### src/rtl/si_header_parser_gen.sv
// SI/TT header parser: buffers and validates the 28-byte header, replays it, then passes the payload through.
// Define SI_HEADER_PARSER_STATS_EN to build the cnt_valid/cnt_dropped/cnt_lost statistics counters.
module si_header_parser_gen #(
    parameter int         DATA_WIDTH       = 128,
    parameter logic [7:0] EXPECTED_VERSION = 8'h00,
    parameter logic [7:0] EXPECTED_TYPE    = 8'h00,
    parameter int         CNT_WIDTH        = 32
) (
    input  logic                    clk,
    input  logic                    rst_n,
    input  logic [DATA_WIDTH-1:0]   s_axis_tdata,
    input  logic [DATA_WIDTH/8-1:0] s_axis_tkeep,
    input  logic                    s_axis_tvalid,
    output logic                    s_axis_tready,
    input  logic                    s_axis_tlast,
    output logic [DATA_WIDTH-1:0]   m_axis_tdata,
    output logic [DATA_WIDTH/8-1:0] m_axis_tkeep,
    output logic                    m_axis_tvalid,
    input  logic                    m_axis_tready,
    output logic                    m_axis_tlast,
    output logic                    lost_packet,
    output logic [31:0]             lost_count,
    output logic                    invalid_packet,
    output logic [CNT_WIDTH-1:0]    cnt_valid,
    output logic [CNT_WIDTH-1:0]    cnt_dropped,
    output logic [CNT_WIDTH-1:0]    cnt_lost
);

    localparam int         KW        = DATA_WIDTH / 8;
    localparam int         HDR_BEATS = (28 + KW - 1) / KW;
    localparam int         HDR_BITS  = HDR_BEATS * DATA_WIDTH;
    localparam logic [1:0] LAST_BEAT = 2'(HDR_BEATS - 1);

    generate
        if (DATA_WIDTH != 64 && DATA_WIDTH != 128 && DATA_WIDTH != 256) begin : g_bad_width
            $error("si_header_parser_gen: DATA_WIDTH must be 64, 128 or 256");
        end
        if (CNT_WIDTH < 8 || CNT_WIDTH > 64) begin : g_bad_cnt_width
            $error("si_header_parser_gen: CNT_WIDTH must be within 8..64");
        end
    endgenerate

    typedef enum logic [2:0] {
        S_IDLE,
        S_HDR,
        S_CHECK,
        S_REPLAY,
        S_PASS,
        S_DROP,
        S_DROP_DONE
    } state_t;

    state_t                state_q, state_d;
    logic [1:0]            beat_q, beat_d;
    logic [HDR_BITS-1:0]   hdr_q, hdr_d;
    logic                  keep_ok_q, keep_ok_d;
    logic [31:0]           next_seq_q, next_seq_d;
    logic                  lost_packet_q, lost_packet_d;
    logic [31:0]           lost_count_q, lost_count_d;

    logic                  s_ready;
    logic                  hdr_ok;
    logic [31:0]           seq;
    logic [31:0]           gap_count;
    logic                  seq_gap;
    logic [DATA_WIDTH-1:0] replay_data;

    assign seq       = hdr_q[24*8 +: 32];
    assign gap_count = seq - next_seq_q;
    assign seq_gap   = (seq != next_seq_q) && (next_seq_q != 32'd0);
    assign hdr_ok    = keep_ok_q
                    && hdr_q[12*8 +: 8] == 8'h80 && hdr_q[13*8 +: 8] == 8'h9B
                    && hdr_q[14*8 +: 8] == 8'h53 && hdr_q[15*8 +: 8] == 8'h49
                    && hdr_q[16*8 +: 8] == 8'h54 && hdr_q[17*8 +: 8] == 8'h54
                    && hdr_q[18*8 +: 8] == EXPECTED_VERSION
                    && hdr_q[19*8 +: 8] == EXPECTED_TYPE;

    // Input ready is forced low for as long as reset is held.
    assign s_axis_tready  = s_ready & rst_n;
    assign lost_packet    = lost_packet_q;
    assign lost_count     = lost_count_q;

    always_comb begin
        replay_data = '0;
        for (int i = 0; i < HDR_BEATS; i++) begin
            if (beat_q == 2'(i)) begin
                replay_data = hdr_q[i*DATA_WIDTH +: DATA_WIDTH];
            end
        end
    end

    always_comb begin
        state_d        = state_q;
        beat_d         = beat_q;
        hdr_d          = hdr_q;
        keep_ok_d      = keep_ok_q;
        next_seq_d     = next_seq_q;
        lost_packet_d  = 1'b0;
        lost_count_d   = lost_count_q;
        s_ready        = 1'b0;
        m_axis_tvalid  = 1'b0;
        m_axis_tdata   = '0;
        m_axis_tkeep   = '0;
        m_axis_tlast   = 1'b0;
        invalid_packet = 1'b0;

        case (state_q)
            S_IDLE: begin
                s_ready = 1'b1;
                beat_d  = 2'd0;
                if (s_axis_tvalid) begin
                    hdr_d[0 +: DATA_WIDTH] = s_axis_tdata;
                    keep_ok_d              = &s_axis_tkeep;
                    if (s_axis_tlast) begin
                        state_d = S_DROP_DONE;
                    end else if (HDR_BEATS > 1) begin
                        state_d = S_HDR;
                        beat_d  = 2'd1;
                    end else begin
                        state_d = S_CHECK;
                    end
                end
            end
            S_HDR: begin
                s_ready = 1'b1;
                if (s_axis_tvalid) begin
                    for (int i = 1; i < HDR_BEATS; i++) begin
                        if (beat_q == 2'(i)) begin
                            hdr_d[i*DATA_WIDTH +: DATA_WIDTH] = s_axis_tdata;
                        end
                    end
                    keep_ok_d = keep_ok_q & (&s_axis_tkeep);
                    // Any tlast inside the header makes the packet a runt.
                    if (s_axis_tlast) begin
                        state_d = S_DROP_DONE;
                        beat_d  = 2'd0;
                    end else if (beat_q == LAST_BEAT) begin
                        state_d = S_CHECK;
                        beat_d  = 2'd0;
                    end else begin
                        beat_d = beat_q + 2'd1;
                    end
                end
            end
            S_CHECK: begin
                if (hdr_ok) begin
                    if (seq_gap) begin
                        lost_packet_d = 1'b1;
                        lost_count_d  = gap_count;
                    end
                    next_seq_d = seq + 32'd1;
                    state_d    = S_REPLAY;
                end else begin
                    state_d = S_DROP;
                end
            end
            S_REPLAY: begin
                m_axis_tvalid = 1'b1;
                m_axis_tdata  = replay_data;
                m_axis_tkeep  = '1;
                if (m_axis_tready) begin
                    if (beat_q == LAST_BEAT) begin
                        state_d = S_PASS;
                        beat_d  = 2'd0;
                    end else begin
                        beat_d = beat_q + 2'd1;
                    end
                end
            end
            S_PASS: begin
                s_ready       = m_axis_tready;
                m_axis_tvalid = s_axis_tvalid;
                m_axis_tdata  = s_axis_tdata;
                m_axis_tkeep  = s_axis_tkeep;
                m_axis_tlast  = s_axis_tlast;
                if (s_axis_tvalid && m_axis_tready && s_axis_tlast) begin
                    state_d = S_IDLE;
                end
            end
            S_DROP: begin
                s_ready        = 1'b1;
                invalid_packet = 1'b1;
                if (s_axis_tvalid && s_axis_tlast) begin
                    state_d = S_IDLE;
                end
            end
            S_DROP_DONE: begin
                invalid_packet = 1'b1;
                state_d        = S_IDLE;
            end
            default: begin
                state_d = S_IDLE;
            end
        endcase
    end

    always_ff @(posedge clk or negedge rst_n) begin
        if (!rst_n) begin
            state_q       <= S_IDLE;
            beat_q        <= 2'd0;
            hdr_q         <= '0;
            keep_ok_q     <= 1'b0;
            next_seq_q    <= 32'd0;
            lost_packet_q <= 1'b0;
            lost_count_q  <= 32'd0;
        end else begin
            state_q       <= state_d;
            beat_q        <= beat_d;
            hdr_q         <= hdr_d;
            keep_ok_q     <= keep_ok_d;
            next_seq_q    <= next_seq_d;
            lost_packet_q <= lost_packet_d;
            lost_count_q  <= lost_count_d;
        end
    end

`ifdef SI_HEADER_PARSER_STATS_EN
    localparam logic [CNT_WIDTH-1:0] CNT_MAX = '1;

    logic [CNT_WIDTH-1:0] cnt_valid_q, cnt_valid_d;
    logic [CNT_WIDTH-1:0] cnt_dropped_q, cnt_dropped_d;
    logic [CNT_WIDTH-1:0] cnt_lost_q, cnt_lost_d;
    logic [64:0]          lost_sum;
    logic                 drop_evt;

    assign drop_evt = (state_q == S_CHECK && !hdr_ok) || state_q == S_DROP_DONE;

    // All counters saturate; the lost total is summed wide so the clamp sees any overflow.
    always_comb begin
        cnt_valid_d   = cnt_valid_q;
        cnt_dropped_d = cnt_dropped_q;
        cnt_lost_d    = cnt_lost_q;
        lost_sum      = 65'(cnt_lost_q) + 65'(gap_count);
        if (state_q == S_CHECK && hdr_ok && cnt_valid_q != CNT_MAX) begin
            cnt_valid_d = cnt_valid_q + CNT_WIDTH'(1);
        end
        if (drop_evt && cnt_dropped_q != CNT_MAX) begin
            cnt_dropped_d = cnt_dropped_q + CNT_WIDTH'(1);
        end
        if (lost_packet_d) begin
            cnt_lost_d = (lost_sum > 65'(CNT_MAX)) ? CNT_MAX : lost_sum[CNT_WIDTH-1:0];
        end
    end

    always_ff @(posedge clk or negedge rst_n) begin
        if (!rst_n) begin
            cnt_valid_q   <= '0;
            cnt_dropped_q <= '0;
            cnt_lost_q    <= '0;
        end else begin
            cnt_valid_q   <= cnt_valid_d;
            cnt_dropped_q <= cnt_dropped_d;
            cnt_lost_q    <= cnt_lost_d;
        end
    end

    assign cnt_valid   = cnt_valid_q;
    assign cnt_dropped = cnt_dropped_q;
    assign cnt_lost    = cnt_lost_q;
`else
    assign cnt_valid   = '0;
    assign cnt_dropped = '0;
    assign cnt_lost    = '0;
`endif

endmodule
### config.mk
export PLATFORM = sky130hd
export DESIGN_NAME = si_header_parser_gen
export DESIGN_NICKNAME = d
export VERILOG_FILES = /design/src/rtl/si_header_parser_gen.sv
export SDC_FILE = /design/constraint.sdc
export NUM_CORES = 1
export LEC_CHECK = 0
export CAP_MARGIN = 20
export CORE_ASPECT_RATIO = 0.75
export CORE_MARGIN = 4
export CORE_UTILIZATION = 40
export DETAILED_ROUTE_END_ITERATION = 6
export HOLD_SLACK_MARGIN = 0.03
export PLACE_DENSITY = 0.77
export SLEW_MARGIN = 25
export SYNTH_ARGS = -nofsm -noshare
export SYNTH_HDL_FRONTEND = slang
export SYNTH_SLANG_ARGS = --single-unit
### constraint.sdc
create_clock -name clk -period 3.85 [get_ports clk]
set_input_delay 0.9625 -clock clk [delete_from_list [all_inputs] [get_ports clk]]
set_output_delay 0.9625 -clock clk [all_outputs]
set_load 0.005 [all_outputs]
After elaboration in Yosys (flattened, before gate mapping)
Cells that the tools add are included.

Register bits after elaboration: 327. Latch bits: 0. Memory bits (writable): 0. Memory bits (read-only): 0. Input port bits: 149. Output and inout bits: 277. Logic and storage cells: 95. Memories: 0.

$add $sub $neg: 3. Multipliers: 0. Div/mod/pow operators: 0. $lt $le $gt $ge: 0. Equal/unequal tests: 21. Shifts and indexed selects: 0. Mux-type cells: 32. Bitwise operators: 2. Reduce and logical (&&, ||, !) cells: 29.

Operators with widths (count): $mux 128 (2); $pmux 128 s2 (1); $add 32x1->32 const B (1); $eq 8x7->1 const B (4); $ne 32x32->1 (1); $pmux 16 s2 (1); $reduce_bool 32->1 (1); $sub 32x32->32 (1); $mux 3 (10); $pmux 3 s6 (1); $eq 8x8->1 const B (2); $logic_not 8->1 (2); $reduce_and 16->1 (1); $logic_and 1x1->1 (12); $ne 2x2->1 const B (6); $reduce_and 3->1 (4); $eq 3x3->1 const B (3); $mux 1 (9); $mux 2 (4); $reduce_and 7->1 (1); $eq 3x2->1 const B (2); $pmux 1 s2 (3); $pmux 2 s3 (1); $reduce_and 2->1 (2); other kinds (11) (12).

Logic depth before layout (Yosys ltp)
Word-level depth: 11. Mapped depth: 12. Gate-level depth less buffers: 12.

Least setup slack after synthesis
No wires, ideal clock.

Path type: flip-flop to flip-flop. Start: register hdr_q[193]. End: register lost_count_q[31] (netlist: lost_count[31]). Library setup time: 123 ps. Arrival: 2722 ps. Data required time: 3727 ps. Slack: 1005 ps. Cell stages (with the launch flop): 11. Path buffers: 0. Period minus slack after synthesis: 2845 ps. Cell sequence: dfrtp_1 -> ha_1 -> nor2b_1 -> o31a_1 -> o31ai_1 -> o21ai_0 -> a21oi_1 -> o21ai_0 -> a2111oi_0 -> mux2i_1 -> nand2_1.

Word-level cells in the longest chain between the ends: 3. Elaborated cells on any way between the ends: 4. Those cells by class: add/sub (1); eq/ne (1); reduce/logical (2).

RTL lines: from (decl) (line 55) `logic [HDR_BITS-1:0] hdr_q, hdr_d;`; from (signal assigned) (line 209) `hdr_q <= hdr_d;`; branches (longest 3 deep; another with $sub 32x32->32); to (signal assigned) (line 213) `lost_count_q <= lost_count_d;`; to (decl) (line 59) `logic [31:0] lost_count_q, lost_count_d;`.

Parallel ways; which one is timed is not known. A chain may end at the register's enable or synchronous reset.

Worst setup path after layout
Start: register state_q[0]. End: output m_axis_tdata[80].

Word-level cells in the longest chain between the ends: 2. Elaborated cells on any way between the ends: 3. Those cells by class: eq/ne (2); mux (1).

RTL lines: from (decl) (line 53) `state_t state_q, state_d;`; from (signal assigned) (line 207) `state_q <= state_d;`; $eq 3x3->1 / $eq 3x2->1 (equally long branches) (line 107) `case (state_q)`; $pmux 128 s2 (*) (line 107); to (decl) (line 16) `output logic [DATA_WIDTH-1:0] m_axis_tdata,`.

Mark *: on every way between the ends. The rest lies on a longest branch, timed or not.

==> results.cfg <==
[clock_network]
clock-sinks = 327
clk_pin_slew_ns = 0.06
cts_tree = built
worstSkewPairLatency_ns = 0.53
clk_path_buf_depth = 3
cts-htree-levels = 2
cts-buffers-inserted = 37
cts-root-buf = clkbuf_16

[setup_path]
crit_family = buffers and inverters
critPathMaxStageDelay_ns = 0.57
critPathLaunchType = register
cp_num_buf_inv = 3
r2r_cells = 11
r2r-start = hdr_q[193]$_DFFE_PN0P_
cp-end-kind = output pin
path_class = reg -> out
path_common_cell = nand2_1
reg2reg_to = lost_count[29]$_DFFE_PN0P_
r2r_slack_ns = 0.43
slowest_stage = clkdlybuf4s50_1
arrival_ns = 2.79
crit_chain = inv_1, nand2_1, nor2_4, clkbuf_8, nand2_1, o21ai_0, clkdlybuf4s50_1
critPathMaxFanout = 49
cp.required_ns = 2.89

[routing]
drc_errors = 0
drtIter0Drc = 1175
vias_per_cell = 5.347
wl_mm = 54.05
antenna_left = 0
drt_first_pass_iters = 5
vias = 14290
post_drt_wl_per_cell_um = 20.23

[pwr]
p_seq_share_pct = 33.6
ir_worst_vdd_mv = 0.4189
p_leak_nw = 9.880
power.switching_mw = 6.471
intPower_mw = 11.28
clockPowerShare_pct = 20.5
p_sw_share_pct = 36.45
power_density_nw_per_um2 = 761.9
p_total_mw = 17.75
p_comb_share_pct = 46.0

[global_routing]
grt_max_degree = 147
antenna_found_initial = 5
grt_pass1_vias = 14420
grt_usage_pct = 21.12
overflow = 0
grt_pass1_wl_mm = 81.81

[timing]
finalHoldViolCount = 0
finalMaxSlewViolations = 0
slew_headroom_pct = 46.02
timing.final.ws_setup_ns = 0.09420
post-route-min-period_ns = 3.756
skew_ns = 0.02203
period_share_pct = 97.55
tns_ns = 0
setup_viol = 0
fmax_mhz = 266.3
worstMarginPinSlew_ns = 0.8097

[finish]
fin_area_um2 = 23300
layoutNonFillerInstCount = 2672
nets = 2242
drive_gt1_share_pct = 18.85
fill_cells = 3899
multi_input_area_um2 = 9129
area_growth_pct = 28.14
ff_latch_area_um2 = 8189

[logic_synthesis]
synth_edf_count = 0
synthArstFlopShare_pct = 100.0
syn_inst = 1737
yosysUniqueCellTypes = 61
ys.flop_type = dfrtp_1
synth_warnings = 0
syn_avg_cell_area_um2 = 10.47
synth_seq_cells = 327
yosysSeqAreaShare_pct = 45.00
synthesis.area_um2 = 18180

[placed_design]
dp_slack_ns = 0.3704
numPortBuffers = 329
dp_hpwl_mm = 38.85
place_area_um2 = 21950
dp.cells = 2601
gp_congestion = 0.8902

[floorplanning]
start_util_pct = 40.62
num_io_pins = 426
coreArea_um2 = 44770
die_y_um = 192.6
die_area_um2 = 48970
die-width_um = 254.2
fp-row-count = 67

[worst_hold_path]
holdPathStages = 2
min_to = lost_count[19]$_DFFE_PN0P_
hold_start = lost_count[19]$_DFFE_PN0P_
hold_class = reg -> reg

[job]
drv_cap = 0

[outcome]
status = finished, final reports clean
-- state kept, by name, summed over array words and instances, names as in the netlist --
register / flops
hdr_q: 256
lost_count: 32
next_seq_q: 32
state_q: 3
beat_q: 2
keep_ok_q: 1
lost_packet: 1
-- Yosys cell counts (5+ instances only) --
cell type,n,area [µm²]
nand3_1,26,130.1
a21boi_0,5,37.54
nor3b_1,5,37.54
dfrtp_1,327,8183
buf_4,96,720.7
o21ai_0,202,1011
nor4b_1,9,78.83
nor2_1,30,112.6
nor3_1,10,50.05
xor2_1,32,280.3
xnor2_1,25,219.0
and3_1,8,50.05
nor2b_1,5,31.28
buf_1,7,26.28
nand4_1,24,150.1
clkbuf_1,90,337.8
mux2i_1,131,1311
nor4_1,15,93.84
o21a_1,7,52.55
a211oi_1,6,45.04
nand2b_1,5,31.28
inv_1,43,161.4
ha_1,32,400.4
a21oi_1,27,135.1
mux2_2,259,2917
a21o_1,34,255.2
nand2_1,218,818.3
nor4bb_1,6,60.06
-- cell type report --
class	count	share of cell area, %
multi-input cells	1268	39.18
flip-flops and latches	327	35.15
repair buffers	383	16.46
clock buffers	51	4.629
well taps	586	3.147
clock inverters	13	0.7357
inverters	43	0.6927
diodes	1	0.01074
-- tightest hold or removal path: stages (launching register included) --
cell     delay [ns]
dfrtp_1        0.34
nand2_1        0.05
o21ai_0        0.06
-- what timing repair did --
item / in CTS / in global routing
setup endpoints to repair: 8 / 52
setup buffers: 0 / 3
gates cloned: 1 / 2
hold buffers: 0 / 0
pin swaps: 0 / 1
gates resized for setup: 5 / 13
-- placed cells by master (no fill, tap or decap), drive strengths merged, types with 4 or more instances in the layout --
cell type,netlist,layout
a211oi,6,6
mux2,259,259
o21a,7,7
and3,8,8
nor2b,5,5
clkdlybuf4s50,0,328
ha,32,32
nor4b,11,11
nor4bb,6,6
o211ai,4,4
clkinv,0,4
nor2,30,30
xor2,32,32
nand2,218,218
o21ai,202,202
nor4,16,16
clkbuf,90,54
conb,1,96
nand3,26,26
nor3b,5,5
nand4,24,24
a21boi,5,5
mux2i,131,131
inv,43,47
a21o,34,34
a21oi,27,27
nor3,10,10
dfrtp,327,327
nand2b,5,6
buf,105,52
xnor2,25,25
-- power groups by stage --
| stage | clock network, mW | logic, mW | registers, mW |
|---|---|---|---|
| 2_1_floorplan | 0 | 5.21 | 5.57 |
| 3_3_place_gp | 0 | 7.83 | 5.88 |
| 3_5_place_dp | 0 | 8.03 | 5.99 |
| 4_1_cts | 3.72 | 8.10 | 5.94 |
| 5_1_grt | 3.86 | 8.86 | 6.14 |
| 6_report | 3.64 | 8.16 | 5.96 |
-- metal layers --
| layer | global-route usage, % | routed length [µm] | up-vias |
|---|---|---|---|
| met2 | 33.94 | 24820 | 578 |
| met4 | 4.555 | 1001 | 6 |
| met3 | 6.454 | 4924 | 82 |
| li1 | - | - | 6575 |
| met1 | 28.40 | 23270 | 7046 |
| met5 | 0 | 32 | - |
-- stage by stage --
| stage | hold WS [ns] | utilization (%) |
|---|---|---|
| after floorplan | 0.4627 | - |
| after global placement | 0.4707 | 49.03 |
| after detailed placement | 0.4701 | 49.03 |
| after CTS | 0.4835 | 51.87 |
| after global routing | 0.5040 | 52.05 |
| final | 0.4776 | 52.05 |
-- cell families after synthesis --
family | synth area share (%)
muxes | 23.25
and+or+nand+nor | 9.992
DFF | 45.00
AOI/OAI and AO/OA | 9.730
buffers and inverters | 6.943
xor gates and xnor gates | 2.746
adders and majority gates | 2.312
other | 0.02062
-- how the worst max path moves through the flow --
stage                                start  slack (ns)  depth (start not counted)                          to
detailed placement            s_axis_tlast        0.37                          4                m_axis_tlast
global placement              s_axis_tlast        0.36                          4                m_axis_tlast
floorplan           hdr_q[193]$_DFFE_PN0P_        1.00                         10  lost_count[31]$_DFFE_PN0P_
finish              state_q[0]$_DFFE_PN0P_        0.09                          7            m_axis_tdata[80]
CTS                 state_q[0]$_DFFE_PN0P_        0.03                          6             m_axis_tdata[9]
global route        state_q[0]$_DFFE_PN0P_     -0.0002                          7            m_axis_tdata[80]
(Power assumes the default switching activity.)
